**src/rtl/bayer_ctl_pkg.sv**
```systemverilog
// Shared definitions for the Bayer extract controller: FSM state encoding and
// the layout of the configuration word applied to the downstream extractor.
package bayer_ctl_pkg;

    typedef enum logic [1:0] {
        ST_IDLE     = 2'd0,
        ST_WAIT_SOF = 2'd1,
        ST_RUN      = 2'd2
    } state_t;

    localparam int CFG_COL_ODD = 0;
    localparam int CFG_ROW_ODD = 1;
    localparam int CFG_BYPASS  = 2;
    localparam int CFG_WIDTH   = 3;

    typedef logic [CFG_WIDTH-1:0] cfg_t;

    function automatic cfg_t cfg_pack(input logic col_odd, input logic row_odd, input logic bypass);
        cfg_t c;
        c              = '0;
        c[CFG_COL_ODD] = col_odd;
        c[CFG_ROW_ODD] = row_odd;
        c[CFG_BYPASS]  = bypass;
        return c;
    endfunction

endpackage

```
**src/rtl/bayer_frame_counter.sv**
```systemverilog
// Column/line position tracker for one video frame; flags malformed lines and
// reports the beat that closes the frame.
module bayer_frame_counter #(
    parameter int C_IMG_WBITS = 12,
    parameter int C_IMG_HBITS = 12
) (
    input  logic                   clk,
    input  logic                   resetn,
    input  logic                   i_clear,
    input  logic                   i_beat,
    input  logic                   i_last,
    input  logic [C_IMG_WBITS-1:0] i_width,
    input  logic [C_IMG_HBITS-1:0] i_height,
    output logic [C_IMG_WBITS-1:0] o_col,
    output logic [C_IMG_HBITS-1:0] o_line,
    output logic                   o_frame_end,
    output logic                   o_err_line
);

    logic [C_IMG_WBITS-1:0] r_col;
    logic [C_IMG_HBITS-1:0] r_line;
    logic                   r_err_line;
    logic                   w_col_end;
    logic                   w_line_last;

    assign w_col_end   = (r_col == i_width - C_IMG_WBITS'(1));
    assign w_line_last = (r_line == i_height - C_IMG_HBITS'(1));
    assign o_frame_end = i_beat & i_last & w_line_last;

    // NOTE: sequential state uses non-blocking assignments so every register
    // samples pre-edge values, independent of block ordering.
    always_ff @(posedge clk) begin
        if (!resetn || i_clear) begin
            r_col  <= '0;
            r_line <= '0;
        end else if (i_beat) begin
            if (i_last) begin
                r_col  <= '0;
                r_line <= w_line_last ? '0 : r_line + C_IMG_HBITS'(1);
            end else begin
                r_col  <= r_col + C_IMG_WBITS'(1);
            end
        end
    end

    // A line is malformed when tlast and the expected last column disagree.
    always_ff @(posedge clk) begin
        if (!resetn) begin
            r_err_line <= 1'b0;
        end else begin
            r_err_line <= i_beat & (i_last ^ w_col_end);
        end
    end

    assign o_col      = r_col;
    assign o_line     = r_line;
    assign o_err_line = r_err_line;

endmodule

```
**src/rtl/axis_bayer_extract_ctl.sv**
```systemverilog
// Frame-aligned gate in front of a Bayer extractor: waits for SOF, latches the
// requested phase/size, then passes whole frames with zero latency.
module axis_bayer_extract_ctl
    import bayer_ctl_pkg::*;
#(
    parameter int C_PIXEL_WIDTH = 8,
    parameter int C_IMG_WBITS   = 12,
    parameter int C_IMG_HBITS   = 12
) (
    input  logic                     clk,
    input  logic                     resetn,
    input  logic                     req_en,
    input  logic                     req_col_odd,
    input  logic                     req_row_odd,
    input  logic                     req_bypass,
    input  logic [C_IMG_WBITS-1:0]   req_width,
    input  logic [C_IMG_HBITS-1:0]   req_height,
    output logic                     cur_col_odd,
    output logic                     cur_row_odd,
    output logic                     cur_bypass,
    output logic                     busy,
    output logic [31:0]              frame_cnt,
    output logic                     err_line,
    output logic                     err_frame,
    output logic                     err_cfg,
    input  logic                     s_axis_tvalid,
    input  logic [C_PIXEL_WIDTH-1:0] s_axis_tdata,
    input  logic                     s_axis_tuser,
    input  logic                     s_axis_tlast,
    output logic                     s_axis_tready,
    output logic                     m_axis_tvalid,
    output logic [C_PIXEL_WIDTH-1:0] m_axis_tdata,
    output logic                     m_axis_tuser,
    output logic                     m_axis_tlast,
    input  logic                     m_axis_tready
);

    state_t                 r_state;
    state_t                 w_state_next;
    cfg_t                   r_cur_cfg;
    logic [C_IMG_WBITS-1:0] r_width;
    logic [C_IMG_HBITS-1:0] r_height;
    logic [31:0]            r_frame_cnt;
    logic                   r_err_frame;
    logic                   r_err_cfg;

    logic                   w_s_ready;
    logic                   w_m_valid;
    logic                   w_latch;
    logic                   w_sof_err;
    logic                   w_cfg_err;
    logic                   w_cfg_ok;
    logic                   w_sof_misplaced;
    logic                   w_beat;
    logic                   w_frame_end;
    logic                   w_cnt_clear;
    logic [C_IMG_WBITS-1:0] w_col;
    logic [C_IMG_HBITS-1:0] w_line;

    assign w_cfg_ok = !req_width[0]  && (req_width  >= C_IMG_WBITS'(2)) &&
                      !req_height[0] && (req_height >= C_IMG_HBITS'(2));

    // An SOF anywhere but the first pixel restarts frame alignment on that beat.
    assign w_sof_misplaced = (r_state == ST_RUN) && s_axis_tvalid && s_axis_tuser &&
                             ((w_col != '0) || (w_line != '0));

    assign w_beat      = (r_state == ST_RUN) && !w_sof_misplaced && s_axis_tvalid && m_axis_tready;
    assign w_cnt_clear = (r_state != ST_RUN) || w_sof_err;

    bayer_frame_counter #(
        .C_IMG_WBITS (C_IMG_WBITS),
        .C_IMG_HBITS (C_IMG_HBITS)
    ) u_frame_counter (
        .clk         (clk),
        .resetn      (resetn),
        .i_clear     (w_cnt_clear),
        .i_beat      (w_beat),
        .i_last      (s_axis_tlast),
        .i_width     (r_width),
        .i_height    (r_height),
        .o_col       (w_col),
        .o_line      (w_line),
        .o_frame_end (w_frame_end),
        .o_err_line  (err_line)
    );

    // NOTE: every signal gets a default before the case so no path can infer a latch.
    always_comb begin
        w_state_next = r_state;
        w_s_ready    = 1'b0;
        w_m_valid    = 1'b0;
        w_latch      = 1'b0;
        w_sof_err    = 1'b0;
        w_cfg_err    = 1'b0;
        case (r_state)
            ST_IDLE: begin
                w_s_ready = 1'b1;
                if (req_en) w_state_next = ST_WAIT_SOF;
            end
            ST_WAIT_SOF: begin
                if (!req_en) begin
                    w_s_ready    = 1'b1;
                    w_state_next = ST_IDLE;
                end else if (r_err_cfg) begin
                    w_s_ready = 1'b1;  // drop the SOF beat whose size was rejected
                end else if (s_axis_tvalid && s_axis_tuser) begin
                    w_latch = 1'b1;
                    if (w_cfg_ok) w_state_next = ST_RUN;
                    else          w_cfg_err    = 1'b1;
                end else begin
                    w_s_ready = 1'b1;
                end
            end
            ST_RUN: begin
                if (w_sof_misplaced) begin
                    if (m_axis_tready) begin
                        w_sof_err    = 1'b1;
                        w_state_next = ST_WAIT_SOF;
                    end
                end else begin
                    w_m_valid = s_axis_tvalid;
                    w_s_ready = m_axis_tready;
                    if (w_frame_end) w_state_next = req_en ? ST_WAIT_SOF : ST_IDLE;
                end
            end
            default: w_state_next = ST_IDLE;
        endcase
    end

    always_ff @(posedge clk) begin
        if (!resetn) begin
            r_state     <= ST_IDLE;
            r_cur_cfg   <= '0;
            r_width     <= '0;
            r_height    <= '0;
            r_frame_cnt <= '0;
            r_err_frame <= 1'b0;
            r_err_cfg   <= 1'b0;
        end else begin
            r_state     <= w_state_next;
            r_err_frame <= w_sof_err;
            r_err_cfg   <= w_cfg_err;
            if (w_latch) begin
                r_cur_cfg <= cfg_pack(req_col_odd, req_row_odd, req_bypass);
                r_width   <= req_width;
                r_height  <= req_height;
            end
            if (w_frame_end) r_frame_cnt <= r_frame_cnt + 32'd1;
        end
    end

    // Handshake outputs are forced low while reset is held, not just after the edge.
    assign s_axis_tready = resetn & w_s_ready;
    assign m_axis_tvalid = resetn & w_m_valid;
    assign busy          = resetn & (r_state == ST_RUN);
    assign m_axis_tdata  = s_axis_tdata;
    assign m_axis_tuser  = s_axis_tuser;
    assign m_axis_tlast  = s_axis_tlast;

    assign cur_col_odd = r_cur_cfg[CFG_COL_ODD];
    assign cur_row_odd = r_cur_cfg[CFG_ROW_ODD];
    assign cur_bypass  = r_cur_cfg[CFG_BYPASS];
    assign frame_cnt   = r_frame_cnt;
    assign err_frame   = r_err_frame;
    assign err_cfg     = r_err_cfg;

endmodule

```
**config.mk**
```make
export PLATFORM = sky130hd
export DESIGN_NAME = axis_bayer_extract_ctl
export DESIGN_NICKNAME = d
export VERILOG_FILES = /design/src/rtl/bayer_ctl_pkg.sv /design/src/rtl/bayer_frame_counter.sv /design/src/rtl/axis_bayer_extract_ctl.sv
export SDC_FILE = /design/constraint.sdc
export NUM_CORES = 1
export LEC_CHECK = 0
export BUFFER_PORTS_ARGS = -buffer_cell sky130_fd_sc_hd__buf_2
export CAP_MARGIN = 25
export CORE_ASPECT_RATIO = 2
export CORE_MARGIN = 2
export CORE_UTILIZATION = 60
export CTS_BUF_LIST = sky130_fd_sc_hd__clkbuf_4 sky130_fd_sc_hd__clkbuf_8
export CTS_CLUSTER_DIAMETER = 100
export DETAILED_ROUTE_END_ITERATION = 16
export PLACE_DENSITY = 0.95
export SLEW_MARGIN = 20
export SYNTH_ARGS = -nofsm -noshare
export SYNTH_HDL_FRONTEND = slang
export SYNTH_SLANG_ARGS = --single-unit
```
**constraint.sdc**
```tcl
create_clock -name clk -period 5.45 [get_ports clk]
set_input_delay 0.545 -clock clk [delete_from_list [all_inputs] [get_ports clk]]
set_output_delay 0.545 -clock clk [all_outputs]
set_load 0.05 [all_outputs]
```
== Yosys cells after proc, flatten, opt, wreduce, memory -nomap -nowiden ==
Index checks and enable logic that the tools add are counted.

* Output and inout port bits: 51
* Register bits after elaboration: 88
* Input bits: 42

* Magnitude comparators: 2
* Equality and inequality tests: 11
* Mux-type cells: 27
* $add $sub $neg: 5
* Reduce and logical (&&, ||, !) cells: 23
* Bitwise logic cells: 11

{| class="wikitable"
|+ Operators with widths
! kind !! number
|-
| adder 32 x 1 -> 32 bit, second input constant || 1
|-
| adder 12 x 1 -> 12 bit, second input constant || 2
|-
| == test 12 bit || 2
|-
| greater-or-equal comparator 12 x 2 -> 1 bit, second input constant || 2
|-
| two-way mux 12 bit || 2
|-
| nonzero test 12 bit || 2
|-
| subtractor 12 x 1 -> 12 bit, second input constant || 2
|-
| two-way mux 2 bit || 8
|-
| two-way mux 1 bit || 15
|-
| != test 3 bit, second input constant || 4
|-
| logical AND 1 bit || 10
|-
| bitwise AND 1 bit || 6
|-
| one-hot mux 2 bit (3 select lines) || 1
|-
| AND reduction 6 bit || 1
|-
| OR reduction 5 bit || 1
|-
| zero test 1 bit || 4
|-
| != test 2 bit, second input constant || 2
|-
| inverter 1 bit || 4
|-
| logical OR 1 bit || 3
|-
| != test 3 x 2 -> 1 bit, second input constant || 1
|-
| one-hot mux 1 bit (3 select lines) || 1
|-
| == test 2 x 1 -> 1 bit, second input constant || 1
|-
| == test 2 bit, second input constant || 1
|-
| zero test 2 bit || 1
|-
| 2 further kinds || 2
|}

== Logic depth before layout (Yosys ltp) ==
* Depth in word-level cells: 13
* Depth in mapped cells: 14
* Mapped depth without buffers: 9

== Hierarchy ==
A second synthesis with hierarchy kept.

* Cell total of the unflattened synthesis: 589
* Area, all modules: 4936.0 sq um

{| class="wikitable"
|+ By module, submodules not included
! module !! seq. area each (sq um) !! cells an instance !! area an instance (sq um) !! times used
|-
| axis_bayer_extract_ctl || 1261.2 || 340 || 2961.6 || 1
|-
| bayer_frame_counter || 500.5 || 249 || 1974.4 || 1
|}

== Worst setup path before layout ==
OpenSTA, ideal clock, no wires.

* Kind: reg2reg
* From: register r_height[2]
* To: register r_frame_cnt[13], in the netlist frame_cnt[13]
* Cell stages (with the launch flop): 10
* Data required time: 5.380 ns
* Clock period less this slack: 3.145 ns
* Arrival time: 3.075 ns
* Path buffers: 2
* Setup time: 0.070 ns
* Slack: 2.305 ns
* Cell sequence: dfxtp_1 > or3_1 > or4_4 > a2111oi_4 > nand4_1 > or4_4 > buf_6 > buf_6 > or4_1 > a21oi_1

* Longest elaborated chain between the ends: 3

{| class="wikitable"
|+ RTL lines
! element !! line !! RTL
|-
| start, declared || axis_bayer_extract_ctl.sv:42 || <nowiki>logic [C_IMG_HBITS-1:0] r_height;</nowiki>
|-
| start signal, assigned || axis_bayer_extract_ctl.sv:146 || <nowiki>r_height <= req_height;</nowiki>
|-
| subtractor 12 x 1 -> 12 bit || bayer_frame_counter.sv:27 || <nowiki>assign w_line_last = (r_line == i_height - C_IMG_HBITS'(1));</nowiki>
|-
| == test 12 bit || bayer_frame_counter.sv:27 ||
|-
| bitwise AND 1 bit || bayer_frame_counter.sv:28 || <nowiki>assign o_frame_end = i_beat & i_last & w_line_last;</nowiki>
|-
| end signal, assigned || axis_bayer_extract_ctl.sv:148 || <nowiki>if (w_frame_end) r_frame_cnt <= r_frame_cnt + 32'd1;</nowiki>
|-
| end, declared || axis_bayer_extract_ctl.sv:43 || <nowiki>logic [31:0] r_frame_cnt;</nowiki>
|}

No other way between the ends.
A chain may end at the register's enable or synchronous reset.

== Worst setup path in the final report ==
* From: register r_height[2]
* To: register r_frame_cnt[22], in the netlist frame_cnt[22]

Same word-level chain as after synthesis.

==> key figures <==
STA
  • Max Transition Viols Final: 0
  • Worst setup margin: about 2 ns
  • RSZ-0062 raised after global routing: no
  • Actual transition at the worst max-transition pin: 0.809 ns
  • Final setup fails: 0
  • Max Clk Rate: roughly 290 MHz
  • Final worst-path cycle share: a little over three fifths
  • Hold WS: 0.406 ns
  • Endpoints failing hold: 0
  • TNS Setup: 0 ns
  • Min cycle time layout: around 3.4 ns
  • Slew headroom: a little under half
  • Clk_skew: between 0.009 and 0.01 ns

Global routing
  • Tot GR Track Use: between 30% and 40%
  • Grt ovf: 0
  • Largest net degree at the start of global routing: a little over 60
  • Initial antenna violation count: 0
  • First-pass GRT wire length: a little over 20 mm
  • Vias in the first global route: roughly 4,500

Die
  • Initial Utilization: a little over 60%
  • Num ports: between 90 and 100
  • Core area: roughly 7900 um^2
  • Die Wd: 67.4 um
  • Die area: approximately 8800 um^2
  • FP Rows: 46
  • Die Y: between 100 and 150 um

Run
  • Max-Cap Viols: 0

Yosys
  • Yosys top cell area share: 36.5%
  • Post-Synthesis Net Count: about 680
  • Seq/Total Area, Yosys: between 30% and 40%
  • Cell taking the most area after synthesis: dfxtp_1
  • Area contributors post-synth: dfxtp_1 37%, nand2_1 7.2%, a21oi_1 6.9%
  • Yosys warns: 0
  • Post-Syn Instances: 628
  • Mapped Avg Cell Area: approximately 7.7 um^2
  • Synth unique cells: 53
  • Ys async rst share: 0%
  • Post-synth EDFFs: 0
  • Top_reg_cell synth: dfxtp_1
  • Flops & latches, synth: 88
  • Post-Syn Area: just under 5000 um^2

Cells and area
  • Commonest non-fill, non-tap cell in the layout: nand2_1
  • Most frequent cells in the layout: 92 x nand2_1, 88 x dfxtp_1, 76 x buf_2
  • Fin nets: 721
  • Area Growth Syn to Fin: 9.99%
  • Layout cells sized above 1: between 10% and 20%
  • Ant. Diodes: 0

Setup path
  • Crit path max fanout: 60
  • Worst setup path start: r_height[2]$_SDFFE_PN0P_
  • Req. time, crit path: about 5.8 ns
  • R2R Path Start: r_height[2]$_SDFFE_PN0P_
  • Critical Path Sink Type: register
  • R2R cell count: 7
  • Capture point of the worst reg-to-reg path: frame_cnt[22]$_SDFFE_PN0P_
  • WS Path Type: reg2reg
  • Reg-to-reg slack, setup: 2.01 ns
  • Critical path data arrival time: between 3 and 4 ns
  • CP Launch Type: register

Drt
  • Avg Vias per Cell: around 6.3
  • Via count: just under 5,000
  • Number of remaining DRC errors: 0
  • Initial drt markers: 425
  • DR WL/cell: around 16 um
  • Final wirelength: about 13 mm
  • TritonRoute pass-1 iters: 8
  • Final antenna-violating net count: 0

Clock network
  • Clock sink total: 88
  • Hold_buf cts: 0
  • CTS tree: built
  • TritonCTS Buffers: 9
  • Clk buf depth: 2
  • Number of H-tree levels: 3
  • Reg clk slew, reported paths: around 0.090 ns
  • Worst-Skew Late Latency: 0.38 ns
  • Total setup buffers inserted after CTS: 0
  • Post-CTS sizing: 0
  • Root Driver: clkbuf_8

Place
  • Routability Congestion: 0.971
  • DP Wirelength: around 9 mm
  • Buffers on Ports: 76
  • Dpl ws: 2.07 ns

Power
  • Design Power: between 1 and 1.5 mW
  • Maximum vdd ir drop: roughly 0.17 mV
  • Power Density: between 200 and 250 nW/um^2
  • Lkg Pwr: 1.94 nW

Hold path
  • Hold Path Sink: r_width[2]$_SDFFE_PN0P_
  • Class of the worst hold path: in2reg
  • Hold path depth: 3
  • Critical hold path startpoint: req_width[2]

Outcome
  • Outcome: complete, no violations
[sequential cells by signal, summed over array words and instances, names as in the netlist]
register	count
r_width	12
u_frame_counter.o_col	12
err_frame	1
frame_cnt	32
r_cur_cfg	3
u_frame_counter.o_line	12
u_frame_counter.o_err_line	1
r_state	2
r_height	12
err_cfg	1
[critical path, stage by stage, from the launching register on]
cell	delay (ns)
dfxtp_1	0.38
or3_1	0.42
or4_4	0.51
a2111oi_4	0.37
nand4_1	0.13
or4_4	0.80
or4_1	0.59
a21oi_1	0.17
[per-stage QoR]
step / cell area [um^2] / util [%] / cells
floorplan: 4820 / - / 628
global placement: 5120 / 65.0 / 757
detailed placement: 5120 / 65.0 / 757
CTS: 5300 / 67.2 / 772
global route: 5300 / 67.3 / 772
finish: 5300 / 67.3 / 772
[routing by layer]
layer	wire [um]	GRT usage (%)
met1	4540	32.9
met2	6630	52.6
met3	730	6.93
met4	727	17.5
met5	0	0
[where the power goes]
group          internal [mW]  total, mW  leakage, nW  switching [mW]
Clock                  0.192      0.422       0.0917           0.230
Sequential             0.645      0.650        0.709         0.00426
Combinational         0.0260     0.0709         1.14          0.0449
Total                  0.863       1.14         1.94           0.279
[cell usage after synthesis, types with 2 or more instances]
| master | count |
|---|---|
| nor4_1 | 15 |
| a311oi_1 | 2 |
| ha_1 | 7 |
| nand2b_1 | 2 |
| o21ai_0 | 27 |
| inv_1 | 18 |
| o21a_1 | 3 |
| nor3_1 | 13 |
| nand2_1 | 92 |
| or3_1 | 23 |
| nand4b_1 | 2 |
| buf_6 | 2 |
| o31a_1 | 2 |
| xor2_1 | 22 |
| buf_4 | 10 |
| o21bai_1 | 3 |
| clkbuf_1 | 32 |
| or4_1 | 11 |
| and4_1 | 2 |
| xnor2_1 | 28 |
| and3_1 | 13 |
| nor4b_1 | 3 |
| nand3_1 | 27 |
| mux2i_1 | 2 |
| o31ai_1 | 10 |
| buf_1 | 2 |
| a31oi_1 | 5 |
| dfxtp_1 | 88 |
| nand3b_1 | 2 |
| nand4_1 | 23 |
| and2_1 | 4 |
| or4_4 | 2 |
| nor2_1 | 46 |
| a21oi_1 | 66 |
[how the worst max path moves through the flow]
stage / cells past startpoint / endpoint
detailed placement: 7 / frame_cnt[22]$_SDFFE_PN0P_
CTS: 7 / frame_cnt[10]$_SDFFE_PN0P_
global route: 7 / frame_cnt[13]$_SDFFE_PN0P_
finish: 7 / frame_cnt[22]$_SDFFE_PN0P_
floorplan: 9 / frame_cnt[13]$_SDFFE_PN0P_
global placement: 7 / frame_cnt[8]$_SDFFE_PN0P_
[final cells by class]
class / count / area [um^2]
multi-input cells: 475 / 2770
flip-flops and latches: 88 / 1760
fillers: 624 / 2580
clock buffers: 12 / 159
repair buffers: 79 / 403
inverters: 19 / 71.3
well taps: 96 / 120
clock inverters: 3 / 17.5
[cells by family (layout without fill, tap and decap cells)]
family | after synthesis | in the layout | synth area share [%]
xor gates and xnor gates | 50 | 50 | 9.08
adders and majority gates | 7 | 7 | 1.82
muxes | 3 | 3 | 0.649
buffers and inverters | 65 | 113 | 6.15
and+or+nand+nor | 283 | 283 | 29.5
DFF | 88 | 88 | 36.5
AOI/OAI and AO/OA | 132 | 132 | 16.3
No activity file was read; power rests on OpenSTA's default activity.
